## src/rtl/fetch_stage.sv

```systemverilog
// Instruction fetch: drives an instruction-memory request interface and
// buffers returned words in a 2-entry {PC, instruction} FIFO for decode.
module fetch_stage #(
  parameter logic [31:0] RESET_PC = 32'h0000_0000
) (
  input  logic        Clock,
  input  logic        nReset,
  input  logic        Stall,
  input  logic        Redirect,
  input  logic [31:0] RedirectPC,
  output logic        IMemReq,
  output logic [31:0] IMemAddr,
  input  logic        IMemAck,
  input  logic [31:0] IMemData,
  output logic [31:0] Instruction,
  output logic [31:0] PCOut,
  output logic        InstrValid
);

  typedef enum logic [1:0] {
    IDLE = 2'd0,
    REQ  = 2'd1,
    DROP = 2'd2
  } state_t;

  state_t      state_r, state_nxt_s;
  logic [31:0] pc_r, pc_nxt_s;
  logic [31:0] drop_addr_r, drop_addr_nxt_s;
  logic [31:0] pc0_r, ins0_r, pc1_r, ins1_r;
  logic [1:0]  count_r, count_nxt_s, count_after_pop_s;
  logic        pop_s, push_s;

  // Next-state, fetch PC and FIFO occupancy decisions
  always_comb begin
    state_nxt_s     = state_r;
    pc_nxt_s        = pc_r;
    drop_addr_nxt_s = drop_addr_r;
    push_s          = 1'b0;
    pop_s           = (count_r != 2'd0) && !Stall && !Redirect;
    count_after_pop_s = count_r - {1'b0, pop_s};

    case (state_r)
      IDLE: begin
        if (Redirect) begin
          pc_nxt_s    = RedirectPC;
          state_nxt_s = IDLE;
        end else if (count_after_pop_s != 2'd2) begin
          state_nxt_s = REQ;
        end else begin
          state_nxt_s = IDLE;
        end
      end
      REQ: begin
        if (Redirect) begin
          pc_nxt_s = RedirectPC;
          if (IMemAck) begin
            state_nxt_s = REQ;
          end else begin
            // keep the outstanding address stable while its response is drained
            drop_addr_nxt_s = pc_r;
            state_nxt_s     = DROP;
          end
        end else if (IMemAck) begin
          push_s      = 1'b1;
          pc_nxt_s    = pc_r + 32'd4;
          state_nxt_s = (count_after_pop_s == 2'd1) ? IDLE : REQ;
        end else begin
          state_nxt_s = REQ;
        end
      end
      DROP: begin
        if (Redirect) begin
          pc_nxt_s = RedirectPC;
        end else begin
          pc_nxt_s = pc_r;
        end
        if (IMemAck) begin
          state_nxt_s = REQ;
        end else begin
          state_nxt_s = DROP;
        end
      end
      default: begin
        state_nxt_s = IDLE;
      end
    endcase

    if (Redirect) begin
      count_nxt_s = 2'd0;
    end else begin
      count_nxt_s = count_after_pop_s + {1'b0, push_s};
    end
  end

  // Control state and fetch PC registers
  always_ff @(posedge Clock) begin
    if (!nReset) begin
      state_r     <= IDLE;
      pc_r        <= RESET_PC;
      drop_addr_r <= 32'h0000_0000;
    end else begin
      state_r     <= state_nxt_s;
      pc_r        <= pc_nxt_s;
      drop_addr_r <= drop_addr_nxt_s;
    end
  end

  // FIFO storage: slot 0 is the head presented to decode
  always_ff @(posedge Clock) begin
    if (!nReset) begin
      count_r <= 2'd0;
      pc0_r   <= 32'h0000_0000;
      ins0_r  <= 32'h0000_0000;
      pc1_r   <= 32'h0000_0000;
      ins1_r  <= 32'h0000_0000;
    end else begin
      count_r <= count_nxt_s;
      if (push_s && (count_after_pop_s == 2'd0)) begin
        pc0_r  <= pc_r;
        ins0_r <= IMemData;
      end else if (pop_s) begin
        pc0_r  <= pc1_r;
        ins0_r <= ins1_r;
      end
      if (push_s && (count_after_pop_s == 2'd1)) begin
        pc1_r  <= pc_r;
        ins1_r <= IMemData;
      end
    end
  end

  assign IMemReq     = (state_r != IDLE);
  assign IMemAddr    = (state_r == DROP) ? drop_addr_r : pc_r;
  assign InstrValid  = (count_r != 2'd0);
  assign Instruction = InstrValid ? ins0_r : 32'h0000_0000;
  assign PCOut       = InstrValid ? pc0_r  : 32'h0000_0000;

endmodule

```

## config.mk

```make
export PLATFORM = sky130hd
export DESIGN_NAME = fetch_stage
export DESIGN_NICKNAME = d
export VERILOG_FILES = /design/src/rtl/fetch_stage.sv
export SDC_FILE = /design/constraint.sdc
export NUM_CORES = 1
export LEC_CHECK = 0
export CORE_ASPECT_RATIO = 1.2
export CORE_MARGIN = 1
export CORE_UTILIZATION = 53
export CTS_CLUSTER_SIZE = 25
export DETAILED_ROUTE_END_ITERATION = 6
export PLACE_DENSITY = 0.8
export SYNTH_ARGS = -nofsm -noshare
export SYNTH_HDL_FRONTEND = slang
export SYNTH_SLANG_ARGS = --single-unit
```

## constraint.sdc

```tcl
create_clock -name Clock -period 3.55 [get_ports Clock]
set_input_delay 0.71 -clock Clock [delete_from_list [all_inputs] [get_ports Clock]]
set_output_delay 0.71 -clock Clock [all_outputs]
set_load 0.005 [all_outputs]
```

Word-level counts from Yosys, hierarchy flattened
Cells that the tools add are included.

Mux-type cells: 21. $add $sub $neg: 3. Reductions and logical operators: 16. Equal/unequal tests: 6. Bitwise gates (word level): 2.

Operators by type and width (count): two-way mux 32 bit (10); one-hot mux 32 bit (2 select lines) (1); adder 32 x 3 -> 32 bit, second input constant (1); nonzero test 2 bit (4); two-way mux 1 bit (7); one-hot mux 2 bit (3 select lines) (1); AND reduction 3 bit (2); == test 2 x 1 -> 1 bit, second input constant (2); logical AND 1 bit (4); logical NOT 2 bit (2); two-way mux 2 bit (2); OR reduction 2 bit (2); inequality test 3 bit, second input constant (1); adder 2 x 1 -> 2 bit (1); == test 2 bit, second input constant (1); logical NOT 1 bit (2); inequality test 2 x 1 -> 1 bit, second input constant (1); inequality test 2 bit, second input constant (1); NOT 1 bit (2); subtractor 2 x 1 -> 2 bit (1).

Input bits: 69. Flip-flop bits (word level): 196. Word-level logic and storage cells: 56. Output and inout bits: 98.

Logic depth before layout (Yosys ltp)
Word-level depth: 9. Depth in mapped cells: 11. Depth with buffers taken out: 8.

Least setup slack after synthesis
OpenSTA, ideal clock, no wires.

Kind: input to register. Start: input port Redirect. End: register pc1_r[9]. Data required time: 3480 ps. Library setup time: 70 ps. Path slack: 605 ps. Buffers on the path: 3. Arrival time: 2875 ps. Stages: 9. Cells stage by stage: clkbuf_1 -> or3_1 -> inv_1 -> clkbuf_1 -> ha_1 -> nor4_4 -> clkbuf_1 -> nand2_1 -> a21oi_1.

Word-level cells in the longest chain between the ends: 5. Elaborated cells on any way between the ends: 7. Those cells by class: 1 x add/sub; 1 x eq/ne; 2 x mux; 3 x reduce/logical.

RTL lines: start: declaration (RTL line 9) `input logic Redirect,`; logical NOT 1 bit (RTL line 39) `pop_s = (count_r != 2'd0) && !Stall && !Redirect;`; logical AND 1 bit (RTL line 39); subtractor 2 x 1 -> 2 bit (RTL line 40) `count_after_pop_s = count_r - {1'b0, pop_s};`; == test 2 x 1 -> 1 bit (RTL line 125) `if (push_s && (count_after_pop_s == 2'd1)) begin`; logical AND 1 bit (*) (RTL line 125); end signal: assignment (RTL line 126) `pc1_r <= pc_r;`; end: declaration (RTL line 29) `logic [31:0] pc0_r, ins0_r, pc1_r, ins1_r;`.

Every way passes the cells marked *; elsewhere a longest branch is shown, timed or not. A chain may end at the register's enable or synchronous reset.

Final worst setup path
Start: register state_r[1]. End: output port IMemAddr[29].

Word-level cells in the longest chain between the ends: 2.

RTL lines: start: declaration (RTL line 26) `state_t state_r, state_nxt_s;`; start signal: assignment (RTL line 102) `state_r <= state_nxt_s;`; == test 2 bit (RTL line 133) `assign IMemAddr = (state_r == DROP) ? drop_addr_r : pc_r;`; two-way mux 32 bit (RTL line 133); end: declaration (RTL line 12) `output logic [31:0] IMemAddr,`.

No other way between the ends.

==> metrics.txt <==
top post-synthesis cells by area=dfxtp_1 42%, nand2_1 14%, a21oi_1 6.7%; Async S/R FF share, synth=0%; Hold EP=ins1_r[18]$_SDFFE_PN0P_; non-filler cells in the finished layout=1,540; Fill cells=1,437; Gate power share=9.7%; Fin Setup TNS=0 ps; TritonCTS Sinks=196; internal power=3.467 mW; PwrDens=403.4 nW/um^2; Die Width=122.6 um; min Tclk post-route=3095 ps; Layout area overhead=24.37%; cell depth of the worst min-delay path=2; max frequency=0.3231 GHz; Nets=1,383; I/O Buffers=166; initial core utilization=54.51%; Worst EP arrival=2380 ps; Net Sw Frac=25.35%; first-pass GRT wire length=40,010 um; Slew @ Worst Pin=741.3 ps; HP Class=register to register; full die area=18,000 sq um; die height=146.8 um; Overflow after GRT=0; yosys warns=0; critical path, cell by cell=nor2b_2, buf_4, mux2_2, clkdlybuf4s50_1; status=completed; synth cell count leaders=352 x nand2_1, 196 x dfxtp_1, 124 x a21oi_1; Total GRT Usage=27.66%; Clock Power Share=39.5%; vias in the first global route=8,143; layout cell share with drive strength beyond 1=8.233%; slowest CP cell=dfxtp_1; largest net degree at the start of global routing=68; root buf cell=clkbuf_16; clk_skew=10.33 ps; Ports=167; max-cap viol count=0; Slew headroom=50.48%; syn_nets=1,290; worst r2r src=state_r[0]$_SDFF_PN0_; final WL=24,430 um; Critical Path Start=state_r[1]$_SDFF_PN0_; Avg Vias per Cell=5.747; CP Capture Type=output port; critical path data required time=2840 ps; Routed Antenna Nets=0; startpoint types=register; number of cells after detailed placement=1,508; post-CTS setup buffer count=0; final hold slack=453.7 ps; Setup CP Type=register to output port; Leak=3.956 nW; Post-synth EDFFs=0; hpwl dp=15,740 um; RR Endpoint=pc1_r[21]$_SDFFE_PN0P_; CTS Buf Count=17; hold buffers post-CTS=0; Vias=8,850; 1st-pass router iterations=5; DRC viols=0; DR WL/cell=15.86 um; final setup fails=0; Sw Pwr=1.177 mW; Clock Latency Late Sink=430 ps; CORE AREA=16,980 sq um; deepest clock path buffer count=2; sequential area share after synthesis=42.39%; fin crit share=87.17%; R2R setup slack=1000 ps; r2r worst-path depth=8; ys flop type=dfxtp_1; Util after Layout=67.79%; H-tree depth=4; initial drt markers=817; maximum VDD drop=309.8 uV; peak fanout along the critical path=14; synthesis-stage register bit count=196; hold path start=ins1_r[18]$_SDFFE_PN0P_; final RePlAce weighted congestion=0.9451; area share of the largest cell type after synthesis=42.39%; ANT cells=0; Resized Gates After CTS=0; most common cell in the synthesized netlist=nand2_1; Syn Std Cell Area=9256 sq um; Clock Pin Slew Worst Setup and Hold Paths=70 ps; largest area contributor in the netlist=dfxtp_1; final hold vios=0; largest stage delay on the critical path=600 ps; post-synthesis cell count=1,218; part of the power in registers=50.9%; initial antenna violation count=0; Slew Viols, Final=0; Rows=52; synth unique cells=54; Avg Inst Size Synth=7.600 sq um; CTS tree=yes; unrepaired setup endpoints after global routing=false
power by group through the flow:
| stage | logic [mW] | registers [mW] | clock network, mW |
|---|---|---|---|
| floorplan | 0.278 | 2.34 | 0 |
| detailed placement | 0.443 | 2.41 | 0 |
| global route | 0.488 | 2.37 | 1.95 |
| CTS | 0.447 | 2.36 | 1.86 |
| global placement | 0.437 | 2.41 | 0 |
| finish | 0.449 | 2.36 | 1.83 |
area by class of cell:
cell class                 count  area (sq um)  share of cell area (%)
multi-input combinational    895          4827                   41.93
sequential                   196          3924                   34.08
inverter                       8         32.53                  0.2826
clock buffer                  18         429.2                   3.728
clock inverter                14         127.6                   1.109
tap                          216         270.3                   2.348
timing repair buffer         193          1902                   16.52
cells in the final DEF, fill, tap and decap left out, types with 14 or more instances in the layout:
cell type,instances
a21oi_1,124
buf_4,24
nand2_1,352
and2_1,71
o21ai_0,24
mux2_2,32
clkdlybuf4s50_1,166
dfxtp_1,196
nand3_1,14
clkbuf_16,17
nor2_1,92
a311oi_1,67
state kept, by name, summed over array words and instances, names as in the netlist:
| register | count |
|---|---|
| ins0_r | 32 |
| pc0_r | 32 |
| state_r | 2 |
| pc1_r | 32 |
| drop_addr_r | 32 |
| count_r | 2 |
| ins1_r | 32 |
| pc_r | 32 |
cell families after synthesis:
family	share of synthesized area (%)
AND/OR/NAND/NOR	29.41
AO/OA/AOI/OAI	17.55
flip-flops	42.39
buffers and inverters	5.853
multiplexers	4.109
XOR/XNOR	0.2839
adder cells (fa/ha/maj)	0.4056
critical path: cells and delay by family, from the launching register on:
kind                   cells  cell delay [ps]
multiplexers               1              380
AND/OR/NAND/NOR            1              280
flip-flops                 1              600
buffers and inverters      2              710
metal layers:
metal	GRT usage, %	vias up	part of all wire [%]	wire, um
met5	0	-	0	0
met4	9.085	0	1.9	473
met3	4.697	45	7.0	1712
met2	44.80	361	47	11570
met1	37.09	4114	44	10670
li1	-	4330	-	-
worst max-delay path by stage:
| stage | end | slack [ps] | cells after the start |
|---|---|---|---|
| global placement | pc1_r[25]$_SDFFE_PN0P_ | 430 | 9 |
| floorplan | pc1_r[9]$_SDFFE_PN0P_ | 600 | 9 |
| detailed placement | ins1_r[6]$_SDFFE_PN0P_ | 360 | 9 |
| global route | IMemAddr[29] | 360 | 4 |
| finish | IMemAddr[29] | 460 | 4 |
| CTS | IMemAddr[29] | 430 | 4 |
metrics by stage:
step           total power, mW  setup slack (ps)  cell area [sq um]
2_1_floorplan            2.622             604.8               9256
3_3_place_gp             2.844             433.9              10960
3_5_place_dp             2.852             362.5              10960
4_1_cts                  4.661             431.2              11510
5_1_grt                  4.810             364.3              11510
6_report                 4.644             455.4              11510
No activity file was read; power rests on OpenSTA's default activity.
